--- config.mk ---
export PLATFORM = sky130hd
export DESIGN_NAME = mul_seq_flat
export DESIGN_NICKNAME = d
export VERILOG_FILES = /design/src/rtl/mul_seq_pkg.sv /design/src/rtl/mul_seq_if.sv /design/src/rtl/mul_seq_cla.sv /design/src/rtl/mul_seq.sv /design/src/flat_wrapper.sv
export SDC_FILE = /design/constraint.sdc
export NUM_CORES = 1
export LEC_CHECK = 0
export ABC_AREA = 1
export CORE_MARGIN = 1
export CORE_UTILIZATION = 49
export CTS_CLUSTER_DIAMETER = 100
export DETAILED_ROUTE_END_ITERATION = 7
export GPL_TIMING_DRIVEN = 0
export HOLD_SLACK_MARGIN = 0.05
export PLACE_DENSITY_LB_ADDON = 0.2
export SYNTH_ARGS = -nofsm -noshare
export SYNTH_HDL_FRONTEND = slang
export SYNTH_SLANG_ARGS = --single-unit
--- constraint.sdc ---
create_clock -name clk -period 4.4 [get_ports clk]
set_input_delay 0.44 -clock clk [delete_from_list [all_inputs] [get_ports clk]]
set_output_delay 0.44 -clock clk [all_outputs]
set_load 0.05 [all_outputs]
--- src/rtl/mul_seq_pkg.sv ---
// mul_seq_pkg: shared constants and the FSM state type for the sequential
// shift-and-add multiplier (mul_seq) and its handshake interface.
//   MUL_W      operand width
//   MUL_CNT_W  width of the RUN-pass counter
//   state_t    controller states
package mul_seq_pkg;

  localparam int MUL_W     = 8;
  localparam int MUL_CNT_W = 3;

  typedef enum logic [2:0] {
    IDLE   = 3'd0,
    RUN    = 3'd1,
    CORR_A = 3'd2,
    CORR_B = 3'd3,
    DONE   = 3'd4
  } state_t;

endpackage : mul_seq_pkg

--- src/rtl/mul_seq_if.sv ---
// mul_seq_if: request/response bundle of the sequential multiplier.
//   start   request a multiply (sampled only while idle)
//   a, b    multiplicand / multiplier
//   sgn     two's-complement operand mode (used only with MUL_SIGNED_EN)
//   busy    high whenever the multiplier is not idle
//   done    one-cycle pulse, product valid
//   product 2*MUL_W-bit result, held until the next accepted request
// The requester uses modport master, the multiplier uses modport slave.
interface mul_seq_if
  import mul_seq_pkg::*;
();

  logic               start;
  logic [MUL_W-1:0]   a;
  logic [MUL_W-1:0]   b;
  logic               sgn;
  logic               busy;
  logic               done;
  logic [2*MUL_W-1:0] product;

  modport master (
    output start, a, b, sgn,
    input  busy, done, product
  );

  modport slave (
    input  start, a, b, sgn,
    output busy, done, product
  );

endinterface : mul_seq_if

--- src/rtl/mul_seq_cla.sv ---
// CLAadder: 8-bit carry-lookahead adder, purely combinational.
//   a_i, b_i  addends
//   cin_i     carry in
//   sum_o     a_i + b_i + cin_i modulo 2^8
//   cout_o    carry out of bit 7
module CLAadder (
  input  logic [7:0] a_i,
  input  logic [7:0] b_i,
  input  logic       cin_i,
  output logic [7:0] sum_o,
  output logic       cout_o
);

  logic [7:0] gen_w;
  logic [7:0] prop_w;
  logic [8:0] carry_w;

  // Carry into bit idx+1 written as a function of generate/propagate and
  // cin only (never of another carry wire), so each carry flattens to an
  // independent lookahead term.
  function automatic logic cla_carry(input int unsigned idx,
                                     input logic [7:0] gv,
                                     input logic [7:0] pv,
                                     input logic       cv);
    logic c;
    c = cv;
    for (int j = 0; j < 8; j++) begin
      if (j <= int'(idx)) c = gv[j] | (pv[j] & c);
    end
    return c;
  endfunction

  assign carry_w[0] = cin_i;

  genvar gi;
  generate
    for (gi = 0; gi < 8; gi++) begin : g_bit
      assign gen_w[gi]       = a_i[gi] & b_i[gi];
      assign prop_w[gi]      = a_i[gi] ^ b_i[gi];
      assign carry_w[gi + 1] = cla_carry(gi, gen_w, prop_w, cin_i);
      assign sum_o[gi]       = prop_w[gi] ^ carry_w[gi];
    end
  endgenerate

  assign cout_o = carry_w[8];

endmodule : CLAadder

--- src/rtl/mul_seq.sv ---
// mul_seq: sequential 8x8 shift-and-add multiplier, one adder pass per
// multiplier bit, using a single CLAadder whose operands are muxed by state.
//   clk    clock, all state updates on its rising edge
//   rst_n  synchronous active-low reset
//   bus    mul_seq_if.slave (start, a, b, sgn in; busy, done, product out)
// Build option: define MUL_SIGNED_EN to add two's-complement support
// (two correction passes CORR_A/CORR_B when sgn is captured high).
// Latency: 8 RUN cycles + DONE (unsigned), plus CORR_A/CORR_B (signed).
module mul_seq
  import mul_seq_pkg::*;
(
  input  logic      clk,
  input  logic      rst_n,
  mul_seq_if.slave  bus
);

  state_t               state_q;
  logic                 busy_q;
  logic                 done_q;
  logic [MUL_W-1:0]     a_q;
  logic [MUL_W-1:0]     b_q;
  logic [MUL_W-1:0]     acc_hi_q;
  logic [MUL_W-1:0]     acc_lo_q;
  logic [MUL_CNT_W-1:0] cnt_q;
`ifdef MUL_SIGNED_EN
  logic                 sgn_q;
`endif

  logic [MUL_W-1:0]     add_a_d;
  logic [MUL_W-1:0]     add_b_d;
  logic                 add_cin_d;
  logic [MUL_W-1:0]     add_sum;
  logic                 add_cout;

  // Adder operand mux. RUN adds the multiplicand when the current multiplier
  // bit (acc_lo[0]) is set. The signed passes subtract the other operand
  // from the high half (~x + 1), which turns the unsigned product into the
  // two's-complement one modulo 2^16.
  always_comb begin
    add_a_d   = acc_hi_q;
    add_b_d   = '0;
    add_cin_d = 1'b0;
    case (state_q)
      RUN: add_b_d = a_q & {MUL_W{acc_lo_q[0]}};
`ifdef MUL_SIGNED_EN
      CORR_A: begin
        add_b_d   = ~b_q;
        add_cin_d = 1'b1;
      end
      CORR_B: begin
        add_b_d   = ~a_q;
        add_cin_d = 1'b1;
      end
`endif
      default: ;
    endcase
  end

  CLAadder u_add (
    .a_i    (add_a_d),
    .b_i    (add_b_d),
    .cin_i  (add_cin_d),
    .sum_o  (add_sum),
    .cout_o (add_cout)
  );

  always_ff @(posedge clk) begin
    if (!rst_n) begin
      state_q  <= IDLE;
      busy_q   <= 1'b0;
      done_q   <= 1'b0;
      a_q      <= '0;
      b_q      <= '0;
      acc_hi_q <= '0;
      acc_lo_q <= '0;
      cnt_q    <= '0;
`ifdef MUL_SIGNED_EN
      sgn_q    <= 1'b0;
`endif
    end else begin
      done_q <= 1'b0;
      case (state_q)
        IDLE: begin
          if (bus.start) begin
            a_q      <= bus.a;
            b_q      <= bus.b;
`ifdef MUL_SIGNED_EN
            sgn_q    <= bus.sgn;
`endif
            acc_hi_q <= '0;
            acc_lo_q <= bus.b;
            cnt_q    <= '0;
            busy_q   <= 1'b1;
            state_q  <= RUN;
          end
        end
        RUN: begin
          // Shift right while the adder result enters at the top: the
          // multiplier bits drain out of acc_lo as product bits fill it.
          {acc_hi_q, acc_lo_q} <= {add_cout, add_sum, acc_lo_q[MUL_W-1:1]};
          cnt_q <= cnt_q + 1'b1;
          if (cnt_q == '1) begin
`ifdef MUL_SIGNED_EN
            if (sgn_q) begin
              state_q <= CORR_A;
            end else begin
              state_q <= DONE;
              done_q  <= 1'b1;
            end
`else
            state_q <= DONE;
            done_q  <= 1'b1;
`endif
          end
        end
`ifdef MUL_SIGNED_EN
        CORR_A: begin
          if (a_q[MUL_W-1]) acc_hi_q <= add_sum;
          state_q <= CORR_B;
        end
        CORR_B: begin
          if (b_q[MUL_W-1]) acc_hi_q <= add_sum;
          state_q <= DONE;
          done_q  <= 1'b1;
        end
`endif
        DONE: begin
          busy_q  <= 1'b0;
          state_q <= IDLE;
        end
        default: begin
          busy_q  <= 1'b0;
          state_q <= IDLE;
        end
      endcase
    end
  end

  assign bus.busy    = busy_q;
  assign bus.done    = done_q;
  assign bus.product = {acc_hi_q, acc_lo_q};

endmodule : mul_seq

--- src/flat_wrapper.sv ---
// flat-port wrapper written by rule: the top's interface ports become plain ports
module mul_seq_flat import mul_seq_pkg::*;
  (clk, rst_n, bus_start, bus_a, bus_b, bus_sgn, bus_busy, bus_done, bus_product);
  mul_seq_if bus_i ();
  input  logic clk;
  input  logic rst_n;
  input wire logic [$bits(bus_i.start)-1:0] bus_start;
  input wire logic [$bits(bus_i.a)-1:0] bus_a;
  input wire logic [$bits(bus_i.b)-1:0] bus_b;
  input wire logic [$bits(bus_i.sgn)-1:0] bus_sgn;
  output wire logic [$bits(bus_i.busy)-1:0] bus_busy;
  output wire logic [$bits(bus_i.done)-1:0] bus_done;
  output wire logic [$bits(bus_i.product)-1:0] bus_product;
  assign bus_i.start = bus_start;
  assign bus_i.a = bus_a;
  assign bus_i.b = bus_b;
  assign bus_i.sgn = bus_sgn;
  assign bus_busy = bus_i.busy;
  assign bus_done = bus_i.done;
  assign bus_product = bus_i.product;
  mul_seq u_core (.clk(clk), .rst_n(rst_n), .bus(bus_i));
endmodule
## After elaboration in Yosys (flattened, before gate mapping)

Cells that the tools add are included.

- Magnitude comparators: 0
- Multipliers: 0
- Equality and inequality tests: 4
- Add/sub/neg operators: 1
- Bitwise gates (word level): 39
- Reduce and logical (&&, ||, !) cells: 7
- Muxes and demuxes: 13
- Shift-type cells: 0
- Divide/modulo/power cells: 0

Operators by type and width:

| operator | number |
|---|---|
| case mux 8 bit (2 select lines) | 2 |
| 2-to-1 mux 8 bit | 3 |
| AND 1 bit | 15 |
| bitwise XOR 1 bit | 15 |
| case mux 3 bit (2 select lines) | 2 |
| AND reduction 2 bit | 5 |
| 2-to-1 mux 3 bit | 3 |
| AND 8 bit | 1 |
| OR 1 bit | 7 |
| adder 3 x 1 -> 3 bit, second input constant | 1 |
| equality test 3 x 1 -> 1 bit, second input constant | 1 |
| equality test 3 bit, second input constant | 1 |
| logical NOT 3 bit | 1 |
| 2-to-1 mux 1 bit | 2 |
| inequality test 2 x 1 -> 1 bit, second input constant | 1 |
| inequality test 2 bit, second input constant | 1 |
| case mux 1 bit (2 select lines) | 1 |
| nonzero test 2 bit | 1 |
| NOT 1 bit | 1 |

- Memories kept: 0
- Bits in registers: 32
- Word-level logic and storage cells: 71
- Bits in writable memories: 0
- Input bits: 20
- Latch bits: 0
- Memory bits (read-only): 0

## Logic depth before layout (Yosys ltp)

- Depth after elaboration: 18
- Mapped depth: 16

## By module

From an unflattened synthesis, not the netlist that was laid out.

- Cell total of the unflattened synthesis: 215
- Area total of the unflattened synthesis: 1634.1 um2

By module, submodules not included:

| module | area an instance (um2) | times used | cells each | seq. area each (um2) |
|---|---|---|---|---|
| mul_seq | 1436.4 | 1 | 197 | 620.6 |
| CLAadder | 197.7 | 1 | 18 | 0.0 |

## Least setup slack after synthesis

Ideal clock, no wire load.

- Kind: register -> register
- Start: register u_core.acc_lo_q[0]
- End: register u_core.acc_hi_q[6]
- Required time: 4.269 ns
- Stages on the path, launching flop included: 14
- Clock period less this slack: 4.108 ns
- Data arrival time: 3.977 ns
- Setup slack: 0.292 ns
- Cell sequence: dfxtp_1 inv_1 nor2_4 nand2_1 fa_1 fa_1 fa_1 fa_1 fa_1 fa_1 fa_1 inv_1 nand2_1 a21oi_2

- Word-level cells in the longest chain between the ends: 17

RTL lines:

| item | line | source |
|---|---|---|
| from (decl) | mul_seq.sv:23 | `logic [MUL_W-1:0] acc_lo_q;` |
| from (signal assigned) | mul_seq.sv:91 | `acc_lo_q <= bus.b;` |
| from (signal assigned) | mul_seq.sv:100 | `{acc_hi_q, acc_lo_q} <= {add_cout, add_sum, acc_lo_q[MUL_W-1:1]};` |
| AND 8 bit * | mul_seq.sv:44 | `RUN: add_b_d = a_q & {MUL_W{acc_lo_q[0]}};` |
| 2-to-1 mux 8 bit * | mul_seq.sv:43 | `case (state_q)` |
| bitwise XOR 1 bit / AND 1 bit (equally long branches) | mul_seq_cla.sv:39, mul_seq_cla.sv:38 |  |
| AND 1 bit | mul_seq_cla.sv:28 | `if (j <= int'(idx)) c = gv[j] \| (pv[j] & c);` |
| OR 1 bit | mul_seq_cla.sv:28 |  |
| AND 1 bit | mul_seq_cla.sv:28 |  |
| OR 1 bit | mul_seq_cla.sv:28 |  |
| AND 1 bit | mul_seq_cla.sv:28 |  |
| OR 1 bit | mul_seq_cla.sv:28 |  |
| AND 1 bit | mul_seq_cla.sv:28 |  |
| OR 1 bit | mul_seq_cla.sv:28 |  |
| AND 1 bit | mul_seq_cla.sv:28 |  |
| OR 1 bit | mul_seq_cla.sv:28 |  |
| AND 1 bit | mul_seq_cla.sv:28 |  |
| OR 1 bit | mul_seq_cla.sv:28 |  |
| bitwise XOR 1 bit * | mul_seq_cla.sv:41 | `assign sum_o[gi] = prop_w[gi] ^ carry_w[gi];` |
| case mux 8 bit (2 select lines) * | mul_seq.sv:82 | `case (state_q)` |
| to (signal assigned) | mul_seq.sv:100 |  |
| to (decl) | mul_seq.sv:22 | `logic [MUL_W-1:0] acc_hi_q;` |

Every way passes the cells marked *; elsewhere a longest branch is shown, timed or not.
A chain may end at the register's enable or synchronous reset.

## Worst setup path after layout

- Start: register u_core.state_q[2]
- End: register u_core.acc_hi_q[6]

- Word-level cells in the longest chain between the ends: 17

RTL lines:

| item | line | source |
|---|---|---|
| from (decl) | mul_seq.sv:17 | `state_t state_q;` |
| from (signal assigned) | mul_seq.sv:69 | `state_q <= IDLE;` |
| from (signal assigned) | mul_seq.sv:94 | `state_q <= RUN;` |
| from (signal assigned) | mul_seq.sv:111 | `state_q <= DONE;` |
| equality test 3 x 1 -> 1 bit | mul_seq.sv:43, mul_seq.sv:82 |  |
| 2-to-1 mux 8 bit | mul_seq.sv:43 |  |
| bitwise XOR 1 bit / AND 1 bit (equally long branches) | mul_seq_cla.sv:39, mul_seq_cla.sv:38 |  |
| AND 1 bit | mul_seq_cla.sv:28 |  |
| OR 1 bit | mul_seq_cla.sv:28 |  |
| AND 1 bit | mul_seq_cla.sv:28 |  |
| OR 1 bit | mul_seq_cla.sv:28 |  |
| AND 1 bit | mul_seq_cla.sv:28 |  |
| OR 1 bit | mul_seq_cla.sv:28 |  |
| AND 1 bit | mul_seq_cla.sv:28 |  |
| OR 1 bit | mul_seq_cla.sv:28 |  |
| AND 1 bit | mul_seq_cla.sv:28 |  |
| OR 1 bit | mul_seq_cla.sv:28 |  |
| AND 1 bit | mul_seq_cla.sv:28 |  |
| OR 1 bit | mul_seq_cla.sv:28 |  |
| bitwise XOR 1 bit | mul_seq_cla.sv:41 |  |
| case mux 8 bit (2 select lines) | mul_seq.sv:82 |  |

Several ways; a longest one is shown, not always the timed one.

==> results.sh <==
export IMPL_cts_buffers=5
export IMPL_synth_seq_cells=31
export IMPL_overflow=0
export IMPL_die_area_um2=3440
export IMPL_drc=0
export IMPL_timing_final_crit_share_pct=95.0
export IMPL_cp_start_kind="flop"
export IMPL_nets=285
export IMPL_vias=1417
export IMPL_grt_max_degree=11
export IMPL_rows=20
export IMPL_cp_required_ns=4.62
export IMPL_ant_nets=0
export IMPL_grt_first_pass_wirelength_mm=5.12
export IMPL_initial_core_util_pct=51.6
export IMPL_power_mw=0.631
export IMPL_endpoint_kind="flop"
export IMPL_power_switching_mw=0.187
export IMPL_seqCellArea_um2=621
export IMPL_crit_type="flop to flop"
export IMPL_final_layout_size_suffix_gt1_share_pct=8.59
export IMPL_num_io_pins=38
export IMPL_arrival_ns=4.40
export IMPL_power_leakage_nw=0.869
export IMPL_hp_class="input pin to flop"
export IMPL_holdBufCountCts=0
export IMPL_seq_area_frac_synth_pct=39.4
export IMPL_p_sw_share_pct=29.6
export IMPL_wire_per_inst_um=10.3
export IMPL_grt_setup_unrepaired="no"
export IMPL_fin_tns_setup_ns=0
export IMPL_drt_initial_drc_count=70
export IMPL_cts_clk_slew_worst_paths_ns=0.10
export IMPL_worstPathMaxFanout=10
export IMPL_fmax_mhz=239
export IMPL_clkLatencyLatePin_ns=0.34
export IMPL_final_util_pct=67.1
export IMPL_syn_avg_cell_area_um2=7.39
export IMPL_port_buffers=35
export IMPL_final_cell_mix="60 x nand2_1, 35 x nor2_1, 35 x clkdlybuf4s50_1"
export IMPL_synth_warnings=0
export IMPL_first_pass_iters=4
export IMPL_r2r_setup_slack_ns=0.22
export IMPL_grt_pass1_vias=1217
export IMPL_synth_area_um2=1570
export IMPL_avgViaCountPerCell=4.72
export IMPL_synth_cells=213
export IMPL_clkPwrFrac_pct=30.3
export IMPL_multi_input_area_um2=766
export IMPL_maxCapViolations=0
export IMPL_core_area_um2=3050
export IMPL_period_minus_slack_ns=4.18
export IMPL_whs_ns=0.431
export IMPL_p_comb_share_pct=21.0
export IMPL_final_common_cell="nand2_1"
export IMPL_worst_pin_slew_ns=0.511
export IMPL_die_w_um=58.7
export IMPL_htree_levels=2
export IMPL_p_seq_share_pct=48.8
export IMPL_finalHoldViolations=0
export IMPL_place_area_um2=1980
export IMPL_vdd_ir_drop_max_v=0.000232
export IMPL_grt_antenna_before_repair=0
export IMPL_wirelength_mm=3.09
export IMPL_yosysUniqueCellTypes=23
export IMPL_grt_usage_pct=20.6
export IMPL_fp_dieH_um=58.7
export IMPL_power_density_nw_per_um2=308
export IMPL_n_antenna_cell=0
export IMPL_synthToLayoutAreaGrowth_pct=30.1
export IMPL_root_buffer="clkbuf_4"
export IMPL_finClkSkew_ns=0.0154
export IMPL_fillCellCount=295
export IMPL_synth_fp_nets=243
export IMPL_post_cts_resized=0
export IMPL_relSlewSlack_pct=65.8
export IMPL_dp_final_hpwl_mm=2.34
export IMPL_intPower_mw=0.444
export IMPL_postCtsSetupBuffers=0
export IMPL_setup_violations=0
export IMPL_clock_tree_buffer_depth=2
export IMPL_cts_tree="yes"
export IMPL_clock_sinks=31
export IMPL_finalMaxSlewViolations=0
export IMPL_gp_congestion=0.761
export IMPL_status="completed"
export IMPL_design_area_um2=2050
logic make-up (layout without fill, tap and decap cells):
group,after synthesis,count (layout),synth area share (%)
adders and majority gates,10,10,11.3
DFF,31,31,39.4
AOI/OAI and AO/OA,22,22,7.95
and+or+nand+nor,111,111,29.4
buffers and inverters,39,82,11.9
worst paths after layout:
check	depth (start not counted)	from	endpoint
worst max-delay path	16	u_core.state_q[2]	u_core.acc_hi_q[6]
worst min-delay path	3	rst_n	u_core.a_q[6]
worst max register to register	16	u_core.state_q[2]	u_core.acc_hi_q[6]
worst min register to register	2	u_core.cnt_q[1]	u_core.cnt_q[1]
flip-flops by register name, summed over array words and instances (netlist names):
register / flops
u_core.a_q: 8
u_core.acc_hi_q: 8
u_core.acc_lo_q: 8
u_core.cnt_q: 3
u_core.state_q: 2
u_core.bus.busy: 1
u_core.bus.done: 1
per-stage QoR:
step,cells,setup slack (ns)
final,300,0.220
after floorplan,213,0.292
after global placement,292,0.258
after global routing,300,0.0175
after CTS,300,0.203
after detailed placement,292,0.218
cell type report:
cell class              count  share of cell area [%]
plain buffers               8                    3.36
multi-input cells         143                    37.4
inverters                  31                    5.80
clock buffers               8                    3.36
repair buffers             35                    17.1
flip-flops and latches     31                    30.3
well taps                  44                    2.69
power by group through the flow:
stage          Sequential (mW)  Clock, mW  Combinational [mW]
6_report                 0.308      0.191               0.132
4_1_cts                  0.308      0.194               0.133
5_1_grt                  0.310      0.208               0.145
3_5_place_dp             0.314          0               0.133
2_1_floorplan            0.340          0              0.0606
3_3_place_gp             0.314          0               0.130
routing by layer:
layer | vias to the layer above | GRT usage [%] | share of wire [%]
met2 | 26 | 31.9 | 46
li1 | 724 | - | -
met4 | 0 | 9.18 | 1.8
met5 | - | 0 | 0
met1 | 662 | 25.9 | 48
met3 | 5 | 7.25 | 4.0
cells in the mapped netlist:
cell	count	area (um2)
inv_2	1	3.75
buf_4	1	7.51
inv_4	1	6.26
a21oi_1	11	55.1
a21oi_2	1	8.76
o21ai_4	1	16.3
nor2_1	35	131
o21ai_0	9	45.0
inv_1	29	109
clkbuf_1	1	3.75
dfxtp_1	31	621
nor3_1	3	15.0
nand2_4	2	22.5
buf_1	1	3.75
nand2_2	1	6.26
ha_1	3	37.5
fa_1	7	140
nand2_1	60	225
nor2_4	2	22.5
clkbuf_2	1	5.00
buf_8	1	15.0
nand3_1	8	40.0
buf_6	3	33.8
critical path, cell delays in order, from the launching register on:
cell and delay [ns]:
dfxtp_1 0.38, inv_4 0.15, nand2_4 0.08, buf_6 0.15, nor2_1 0.13, ha_1 0.16
inv_1 0.05, fa_1 0.37, fa_1 0.38, fa_1 0.38, fa_1 0.38, fa_1 0.39
fa_1 0.39, fa_1 0.49, inv_1 0.04, nand2_1 0.08, a21oi_2 0.05
(Power assumes the default switching activity.)
